**src/rtl/instr_fetch_unit_pkg.sv**
```systemverilog
// Shared fetch-unit definitions: FSM state encodings and the reset instruction.
package instr_fetch_unit_pkg;

  localparam logic [1:0] S_REQ  = 2'd0;
  localparam logic [1:0] S_WAIT = 2'd1;
  localparam logic [1:0] S_HOLD = 2'd2;
  localparam logic [1:0] S_ERR  = 2'd3;

  // addi x0, x0, 0
  localparam logic [31:0] NOP_INSTR = 32'h0000_0013;

endpackage

```
**src/rtl/instr_fetch_unit_next_pc_gen.sv**
```systemverilog
// Combinational next-PC selection for the fetch unit: jalr > jump > branch > sequential.
module instr_fetch_unit_next_pc_gen
  import instr_fetch_unit_pkg::*;
(
  input  logic [31:0] i_instr_pc,
  input  logic [31:0] i_imm_ext,
  input  logic [31:0] i_alu_result,
  input  logic        i_branch_taken,
  input  logic        i_jump,
  input  logic        i_jalr,
  output logic [31:0] o_next_pc,
  output logic        o_misaligned
);

  logic [31:0] w_rel_target;
  logic [31:0] w_seq_target;

  assign w_rel_target = i_instr_pc + i_imm_ext;
  assign w_seq_target = i_instr_pc + 32'd4;

  always_comb begin
    o_next_pc = w_seq_target;
    if (i_jalr) begin
      o_next_pc = {i_alu_result[31:1], 1'b0};
    end else if (i_jump || i_branch_taken) begin
      o_next_pc = w_rel_target;
    end
  end

  // jalr only clears bit 0, so bit 1 can still leave the target off a word boundary
  assign o_misaligned = (o_next_pc[1:0] != 2'b00);

endmodule

```
**src/rtl/instr_fetch_unit.sv**
```systemverilog
// RV32I fetch front end: owns the PC, fetches one word at a time, holds it for decode.
module instr_fetch_unit
  import instr_fetch_unit_pkg::*;
#(
  parameter logic [31:0] RESET_PC = 32'h0000_0000,
  parameter int unsigned CNT_W    = 32
) (
  input  logic             i_clk,
  input  logic             i_reset,
  output logic             o_imem_req,
  output logic [31:0]      o_imem_addr,
  input  logic             i_imem_gnt,
  input  logic             i_imem_rvalid,
  input  logic [31:0]      i_imem_rdata,
  output logic [31:0]      o_instr,
  output logic [31:0]      o_instr_pc,
  output logic [31:0]      o_instr_pcplus4,
  output logic             o_instr_valid,
  input  logic             i_instr_ready,
  input  logic             i_branch_taken,
  input  logic             i_jump,
  input  logic             i_jalr,
  input  logic [31:0]      i_imm_ext,
  input  logic [31:0]      i_alu_result,
  output logic             o_misalign_err,
  output logic [CNT_W-1:0] o_retired_cnt
);

  logic [1:0]       r_state;
  logic [31:0]      r_pc;
  logic [31:0]      r_instr;
  logic [31:0]      r_instr_pc;
  logic [CNT_W-1:0] r_retired_cnt;

  logic [31:0]      w_next_pc;
  logic             w_misaligned;

  instr_fetch_unit_next_pc_gen u_next_pc_gen (
    .i_instr_pc     (r_instr_pc),
    .i_imm_ext      (i_imm_ext),
    .i_alu_result   (i_alu_result),
    .i_branch_taken (i_branch_taken),
    .i_jump         (i_jump),
    .i_jalr         (i_jalr),
    .o_next_pc      (w_next_pc),
    .o_misaligned   (w_misaligned)
  );

  always_ff @(posedge i_clk) begin
    if (i_reset) begin
      r_state       <= S_REQ;
      r_pc          <= RESET_PC;
      r_instr       <= NOP_INSTR;
      r_instr_pc    <= RESET_PC;
      r_retired_cnt <= '0;
    end else begin
      case (r_state)
        S_REQ: begin
          if (i_imem_gnt) begin
            r_state <= S_WAIT;
          end
        end
        S_WAIT: begin
          if (i_imem_rvalid) begin
            r_instr    <= i_imem_rdata;
            r_instr_pc <= r_pc;
            r_state    <= S_HOLD;
          end
        end
        S_HOLD: begin
          if (i_instr_ready) begin
            r_pc          <= w_next_pc;
            r_retired_cnt <= r_retired_cnt + CNT_W'(1);
            r_state       <= w_misaligned ? S_ERR : S_REQ;
          end
        end
        default: begin
          r_state <= S_ERR;
        end
      endcase
    end
  end

  // Gating with reset keeps req low while held in reset yet high on the first free cycle
  assign o_imem_req      = (r_state == S_REQ) && !i_reset;
  assign o_imem_addr     = r_pc;
  assign o_instr         = r_instr;
  assign o_instr_pc      = r_instr_pc;
  assign o_instr_pcplus4 = r_instr_pc + 32'd4;
  assign o_instr_valid   = (r_state == S_HOLD);
  assign o_misalign_err  = (r_state == S_ERR);
  assign o_retired_cnt   = r_retired_cnt;

endmodule

```
**config.mk**
```make
export PLATFORM = sky130hd
export DESIGN_NAME = instr_fetch_unit
export DESIGN_NICKNAME = d
export VERILOG_FILES = /design/src/rtl/instr_fetch_unit_pkg.sv /design/src/rtl/instr_fetch_unit_next_pc_gen.sv /design/src/rtl/instr_fetch_unit.sv
export SDC_FILE = /design/constraint.sdc
export NUM_CORES = 1
export LEC_CHECK = 0
export CORE_MARGIN = 1.5
export CORE_UTILIZATION = 46
export DETAILED_ROUTE_END_ITERATION = 10
export PLACE_DENSITY_LB_ADDON = 0.25
export SLEW_MARGIN = 20
export SYNTH_ARGS = -nofsm -noshare
export SYNTH_HDL_FRONTEND = slang
export SYNTH_HIERARCHICAL = 1
export SYNTH_SLANG_ARGS = --single-unit
```
**constraint.sdc**
```tcl
create_clock -name i_clk -period 10.42 [get_ports i_clk]
set_clock_uncertainty 0.15 [all_clocks]
set_input_delay 3.126 -clock i_clk [delete_from_list [all_inputs] [get_ports i_clk]]
set_output_delay 3.126 -clock i_clk [all_outputs]
set_load 0.05 [all_outputs]
```
==> run metrics, run 1 <==
unrepaired setup endpoints after global routing no; Hold Path Origin o_instr[29]; Design Power 1.332 mW; Hold Fails Final Rpt 0; Final TNS setup 0 ps; relative slew slack 31.87%; initial antenna violation count 0; Worst Path Arrival 4380 ps; htree depth 4; Sink Count 130; r2r endpoint o_imem_addr[31]; per-cell routed wire length 17.14 um; Primary FF master, synth dfxtp_1; TritonCTS Buffers 17; Core Area 0.01748 sq mm; R2R depth 11; status complete, no violations; Port Buffers 265; die width 137.2 um; Vias 9003; number of global-route vias before repair 8323; syn nets 1273; Final period util 73.43%; DRC Markers 0; Post-synth EDFFs 0; Warnings, synthesis 6; maximum fanout along the worst path 40; most common cell after layout, fill and taps aside nand2_1; Yosys reg bits 130; fmax 130.7 MHz; post-synthesis cell type count 59; die area 0.01882 sq mm; Post-layout nets 1499; Hold WC Path Type register to register; Clock transition at path regs 50 ps; Total GRT Usage 28.51%; filler instances 1522; CP Class input port to output pin; Hold Crit Endpoint o_instr[29]; max_cap viols 0; CTS tree yes; antenna diode count 0; PwrDens 114.6 mW/mm^2; largest net degree at the start of global routing 101; reg2reg start o_instr_pc[2]; final antenna-violating net count 0; Final setup viols 0; Initial Util 47.40%; DRT iter0 DRCs 587; Root Buffer clkbuf_16; R2R Setup Slk 6910 ps; DR pass1 iterations 5; layout cells sized above 1 4.734%; CP endpoint kind output pin; Post-synth ARST share 0%; IO Pins 267; Layout area overhead 40.33%; Routed WL 27.39 mm; placed inst area 0.01101 sq mm; Startpoint Class input port; Worst-Skew Late Latency 400 ps; LEAKAGE 4.159 nW; Worst Hold Path Cells 2; Peak VDD IR 0.0001393 V; gpl congestion 0.9042; Hold Buf Count CTS 0; most frequent cells in the layout 266 x nand2_1, 264 x clkdlybuf4s50_1, 149 x a21oi_1; CP Data Required Time 7140 ps; row count 48; Final min period 7651 ps; Least-Margin Pin Slew 1022 ps; Mean Syn Cell Area 7.305 sq um; Final Max Slew Viols 0; Post-CTS Setup Bufs 0; first-pass GRT wire length 42.37 mm; cts repair resizes 0; vias per std cell 5.634; Cells after Synth 1134; Post-Layout Inst Area 0.01162 sq mm; clk buf depth 2; Seq/Total Area, Yosys 31.42%; HPWL Detailed 19.97 mm; Netlist Area Pre-Place 0.008284 sq mm; Die Y 137.2 um; grt total ovfl 0
## Yosys cell counts, types with 8 or more instances
library cell | n | area, sq um
xnor2_1 | 47 | 411.6
a21o_1 | 9 | 67.56
or4_1 | 13 | 97.59
inv_1 | 22 | 82.58
nor2_1 | 57 | 214.0
o21a_1 | 9 | 67.56
dfxtp_1 | 130 | 2603
nand3_1 | 48 | 240.2
xor2_1 | 43 | 376.6
o21ai_0 | 39 | 195.2
o31ai_1 | 8 | 60.06
nor2b_1 | 13 | 81.33
a21oi_1 | 149 | 745.7
a22oi_1 | 8 | 60.06
ha_1 | 34 | 425.4
a211oi_1 | 8 | 60.06
and4_1 | 8 | 70.07
nor4_1 | 17 | 106.4
mux2_2 | 9 | 101.4
nand4_1 | 21 | 131.4
nor3_1 | 22 | 110.1
and3_1 | 13 | 81.33
clkbuf_1 | 54 | 202.7
nand2_1 | 266 | 998.5
## layer usage
metal | track usage, % | wire length [um] | vias to the layer above
met5 | 0 | 0 | -
met4 | 9.532 | 664 | 0
met1 | 36.78 | 11890 | 4140
met2 | 46.71 | 12630 | 369
li1 | - | - | 4450
met3 | 6.917 | 2201 | 44
## cell families (layout without fill, tap and decap cells)
family,Yosys count,in the layout,synth area share [%]
xor gates and xnor gates,90,90,9.515
adders and majority gates,35,35,5.377
muxes,12,12,1.601
DFF,130,130,31.42
and+or+nand+nor,500,500,27.75
AOI/OAI and AO/OA,279,279,20.07
buffers and inverters,88,327,4.274
## worst max-delay path, stage by stage
cell             delay, ps
buf_4                  240
nor3_1                 180
clkdlybuf4s50_1        830
## final cells by class
type | count | area, sq um | share of cell area, %
multi-input cells | 916 | 5340 | 45.94
repair buffers | 272 | 2703 | 23.25
flip-flops and latches | 130 | 2603 | 22.39
clock buffers | 19 | 452.9 | 3.896
well taps | 225 | 281.5 | 2.422
clock inverters | 13 | 158.9 | 1.367
inverters | 23 | 86.33 | 0.7427
## stage by stage
step	std cells	util [%]	setup WS, ps	hold WS [ps]
after floorplan	1134	-	2578	421.5
after global placement	1566	63.02	2763	291.3
after detailed placement	1566	63.02	2778	295.3
after CTS	1598	66.52	2756	303.2
after global routing	1598	66.52	2726	321.3
final	1598	66.52	2769	299.9
## power by group
part           internal (mW)  leakage [nW]  total, mW  switching [mW]
combinational         0.0826          2.81      0.205           0.122
clock                  0.389         0.295      0.610           0.221
sequential             0.508          1.05      0.517         0.00969
total                  0.979          4.16       1.33           0.353
## flip-flops by register name, indices dropped and copies added (netlist names)
name,flops
o_imem_addr,32
o_instr_pc,32
r_state,2
o_instr,32
o_retired_cnt,32
## worst max path at each step
stage	from	endpoint	slack, ps	cells past startpoint
2_1_floorplan	i_reset	o_imem_req	2580	3
3_3_place_gp	i_reset	o_imem_req	2760	3
3_5_place_dp	i_reset	o_imem_req	2780	3
4_1_cts	i_reset	o_imem_req	2760	3
5_1_grt	i_reset	o_imem_req	2730	3
6_report	i_reset	o_imem_req	2770	3
Power figures use the tool's default switching activity.
==> run 2: changes to the inputs <==
Settings changed: CORE_UTILIZATION 46 to 43.
Clock period 10.42 ns to 6.25 ns, I/O delays scaled along.
==> run 2 against run 1 <==
Net effect:
- critical path depth is 2 higher
- core utilization is 4.0 points lower
- clock-buffer cell count is 1 higher
- via count is 0.54% higher
- global-route usage is 1.6 points lower
- die area is 6.8% higher
- critical path type is now register to output pin
- critical endpoint is now o_instr_pcplus4[27]
==> run metrics, run 2 (synthesis gave the netlist of run 1 again) <==
status complete, no violations; Hold Fails Final Rpt 0 (unchanged); CP endpoint kind output pin; Least-Margin Pin Slew 915.2 ps (-106.8 ps); Root Buffer clkbuf_16; DRT iter0 DRCs 671 (+14%); gpl congestion 0.9186 (+1.6%); DRC Markers 0 (unchanged); Worst Path Arrival 3330 ps (-1050 ps); fmax 186.8 MHz; htree depth 4 (unchanged); slowest stage cell, crit path clkdlybuf4s50_1; Peak VDD IR 0.0001874 V (+35%); clk buf depth 2 (unchanged); area occupied by multi-input gates 0.005340 sq mm (unchanged); Final period util 85.66%; number of global-route vias before repair 8429 (+1.3%); Port Buffers 265 (unchanged); Design Power 2.329 mW (+75%); Vias 9052 (+0.54%); maximum fanout along the worst path 15 (-63%); max_cap viols 0 (unchanged); Hold Buf Count CTS 0 (unchanged); CP Data Required Time 4220 ps (-2920 ps); CP Class register to output pin; Core Area 0.01883 sq mm (+7.7%); Final min period 5354 ps; Clock transition at path regs 50 ps (about the same); initial antenna violation count 0 (unchanged); per-cell routed wire length 16.82 um (-1.8%); Post-CTS Setup Bufs 0 (unchanged); PwrDens 197.8 mW/mm^2 (+73%); Worst-Skew Late Latency 410 ps (about the same); Reg area 0.002603 sq mm (unchanged); antenna diode count 0 (unchanged); final core occ 62.51% (-4.0 points); largest net degree at the start of global routing 89 (-12%); IO Pins 267 (unchanged); Final TNS setup 0 ps (unchanged); Post-layout nets 1504 (+0.33%); ordered list of cells on the worst path and4_1 -> nand4_1 -> nor4_1 -> xor2_1 -> clkdlybuf4s50_1; CTS tree yes; Place WS 918.9 ps (-1859 ps); Initial Util 43.99% (-3.4 points); Final setup viols 0 (unchanged); die width 141.8 um (+3.4%); Die Y 141.8 um (+3.4%); Routed WL 27.56 mm (+0.61%); TritonCTS Buffers 17 (unchanged); HPWL Detailed 19.89 mm (-0.35%); DR pass1 iterations 5 (unchanged); PnR worst setup slack 896.4 ps (-1872 ps); final antenna-violating net count 0 (unchanged); unrepaired setup endpoints after global routing no; Layout area overhead 42.08%; filler instances 1720 (+13%); most common cell after layout, fill and taps aside nand2_1; relative slew slack 38.84% (+7.0 points); first-pass GRT wire length 43.40 mm (+2.4%); LEAKAGE 4.208 nW (+1.2%); Sink Count 130 (unchanged); Final Max Slew Viols 0 (unchanged); cts repair resizes 0 (unchanged); layout cells sized above 1 4.935% (+0.20 points); Total GRT Usage 26.96% (-1.6 points); die area 0.02011 sq mm (+6.8%); most frequent cells in the layout 266 x nand2_1, 264 x clkdlybuf4s50_1, 149 x a21oi_1; vias per std cell 5.526 (-1.9%); Startpoint Class register; row count 50 (+4.2%); Hold WC Path Type register to register; Slowest Stage Delay on Critical Path 820 ps (about the same); grt total ovfl 0 (unchanged)
-- run 2: cell types whose count changed in the layout (fill, tap and decap cells not counted), sizes merged --
cell	change
buf	+5
bufinv	+3
clkbuf	+1
clkinv	-4
-- run 2: path summary, 6_finish.rpt --
kind,start,endpoint,slack (ps),cells after the start
max,o_instr_pc[9],o_instr_pcplus4[27],900,5
min,o_instr[28],o_instr[28],300,2
max reg2reg,o_instr_pc[0],o_imem_addr[30],2720,12
min reg2reg,o_instr[28],o_instr[28],300,2
-- run 2: layer usage --
metal	global-route usage (%)	vias to the layer above	routed length [um]	share of wire [%]
li1	-	4453	-	-
met1	35.37	4175	12040	44
met2	43.16	377	12560	46
met3	6.581	47	2221	8.1
met4	9.495	0	739	2.7
met5	0	-	0	0
-- run 2: cell type report --
type | count | share of cell area (%)
clock inverter | 12 | 1.945
timing repair buffer | 277 | 23.28
sequential | 130 | 22.11
inverter | 23 | 0.7335
multi-input combinational | 916 | 45.37
tap | 260 | 2.764
clock buffer | 20 | 3.795
-- run 2: where the power goes --
group	total, mW	switching [mW]	internal [mW]
clock	1.12	0.363	0.761
combinational	0.342	0.204	0.138
sequential	0.862	0.0152	0.847
total	2.33	0.583	1.75
-- run 2: per-stage QoR --
stage	hold WS, ps	cell area, sq um	std cells
after global routing	323.3	11770	1638
after detailed placement	297.0	11090	1606
after global placement	290.5	11090	1606
final	302.4	11770	1638
after CTS	304.9	11770	1638
after floorplan	421.5	8284	1134
-- run 2: critical path: cells and delay by family, from the launching register on --
| kind | cells | cell delay [ps] |
|---|---|---|
| AND/OR/NAND/NOR | 3 | 1320 |
| buffers and inverters | 1 | 820 |
| flip-flops | 1 | 590 |
| XOR/XNOR | 1 | 190 |
==> variant, RTL diff (settings of run 1) <==
The parameter `CNT_W` goes from 32 to 48.
--- a/src/rtl/instr_fetch_unit.sv
+++ b/src/rtl/instr_fetch_unit.sv
@@ -3,7 +3,7 @@
   import instr_fetch_unit_pkg::*;
 #(
   parameter logic [31:0] RESET_PC = 32'h0000_0000,
-  parameter int unsigned CNT_W    = 32
+  parameter int unsigned CNT_W    = 48
 ) (
   input  logic             i_clk,
   input  logic             i_reset,
Ports: changed (resized o_retired_cnt); port bits go from 267 to 283. The function was not compared with the original's and may differ.
==> variant against run 1 <==
- design area up 8.5%
- sequential cell count is 16 higher
- area after synthesis rose by 9.5%
- worst setup slack lost 250 ps
- maximum frequency decreased by 3.2%
- register-to-register slack improved by 70 ps
- total power up 5.5%
- sequential power increased by 12%
- routed wire length rose by 2.4%
- critical endpoint unchanged
- largest cell class unchanged
- largest power group unchanged
==> variant: results (changes against run 1) <==
Placement Setup Slack=2500 ps (-274 ps); fraction of the mapped netlist area in adder cells=4.91% (-0.47 points); internal power consumption=1.03 mW (+5.4%); Port Buffer Count=281 (+6.0%); Synth Net Count=1352 (+6.2%); DR vias=9506 (+5.6%); Pwr Total=1.41 mW (+5.5%); proportion of layout cells with a drive suffix above 1=5.23% (+0.50 points); Iteration-0 DRC Markers=601 (+2.4%); R2R Path Start=o_instr_pc[0]; largest net degree at the start of global routing=84 (-17%); top cells by area, synth=dfxtp_1, nand2_1, a21oi_1; Met3 Routed Length=2.22 mm (+1.0%); maximum vdd ir drop=0.0891 mV (-36%); Placed Area=12000 um2 (+9.1%); crit path max fanout=83 (+110%); Fmax=127 MHz (-3.2%); sequential fraction of the synthesis area=32.2% (+0.80 points); drt pass-1 iters=5 (unchanged); Total Nets Final=1598 (+6.6%); CP max stage cell=clkdlybuf4s50_1; Netlist cell types=68 (+15%); first-pass GRT wire length=43.7 mm (+3.1%); worst reg2reg path depth=12 (+1); uppermost layer routed=met4; Synth Area in XOR/XNOR=10.2% (+0.72 points); combinational power share=14.5% (-0.9 points); CP max stage delay=740 ps (-90 ps); worst slew pin tran=932 ps (-89.9 ps); initial antenna violation count=0 (unchanged); DR WL/cell=16.1 um (-5.8%); Pleak=4.54 nW (+9.1%); R2R Path End=o_imem_addr[28]; post-synthesis mux area share=0.593% (-1.0 points); WL met1=12.4 mm (+3.9%); arrival time at the worst endpoint=4630 ps (+250 ps); Antenna Diode Count=0 (unchanged); GRT Total Usage=26.5% (-2.0 points); commonest cells in the netlist=nand2_1, a21oi_1, dfxtp_1; Reg2Reg Setup Slack=6980 ps (+70 ps); Final Wtd Congestion=0.904 (about the same); dpl hpwl=20.4 mm (+2.2%); max cap viols=0 (unchanged); length of routed met2 wiring=13.1 mm (+3.3%); vias in the first global route=8526 (+2.4%); Post-CTS Setup Repair Bufs=0 (unchanged); post-synthesis compound-gate area fraction=19.0% (-1.1 points); Max Slew Vio Count=0 (unchanged); number of fill cells=1753 (+15%); run status=complete, no violations
==> variant: cell count changes after synthesis, sizes merged, moves of 8 or more <==
cell	run 1	this run
nand4	22	44
o21ai	48	58
nand2	266	277
xor2	43	51
xnor2	47	55
nor2	57	85
or3	5	15
or4	13	4
dfxtp	130	146
==> variant: power groups by stage <==
stage	combinational [mW]	clock [mW]	sequential [mW]
detailed placement	0.202	0	0.590
floorplan	0.0855	0	0.621
finish	0.203	0.625	0.578
global route	0.218	0.660	0.579
global placement	0.201	0	0.589
CTS	0.203	0.636	0.578
==> variant: metrics by stage <==
stage,std cells,hold WS (ps)
2_1_floorplan,1213,417
3_3_place_gp,1705,290
3_5_place_dp,1705,296
4_1_cts,1737,305
5_1_grt,1737,319
6_report,1737,303
==> variant: worst min path at each step <==
stage	startpoint	endpoint	slack (ps)	cells past startpoint
floorplan	r_state[1]	r_state[1]	420	3
global placement	o_instr[6]	o_instr[6]	290	2
detailed placement	o_instr[14]	o_instr[14]	300	2
CTS	o_instr[14]	o_instr[14]	300	2
global route	o_instr[29]	o_instr[29]	320	2
finish	o_instr[8]	o_instr[8]	300	2
==> variant: cell families after synthesis <==
logic type | count (synthesis)
flops | 146
simple gates | 544
xor+xnor | 106
buf+inv | 85
mux | 5
fa+ha+maj | 35
compound gates | 292
==> variant: critical path, delay by kind of cell <==
kind,cells,cell delay [ps]
buffers and inverters,2,1380
and+or+nand+nor,1,100
==> variant: cell type report <==
class | count | area [um2] | share of cell area (%)
clock buffer | 18 | 429 | 3.40
clock inverter | 14 | 179 | 1.42
inverter | 26 | 97.6 | 0.773
multi-input combinational | 982 | 5810 | 46.0
sequential | 146 | 2920 | 23.2
tap | 265 | 332 | 2.63
timing repair buffer | 286 | 2850 | 22.6
==> variant: routing by layer <==
layer | GRT usage [%] | vias up
met5 | 0 | -
met1 | 35.1 | 4383
li1 | - | 4744
met4 | 6.55 | 0
met3 | 6.36 | 28
met2 | 43.4 | 351
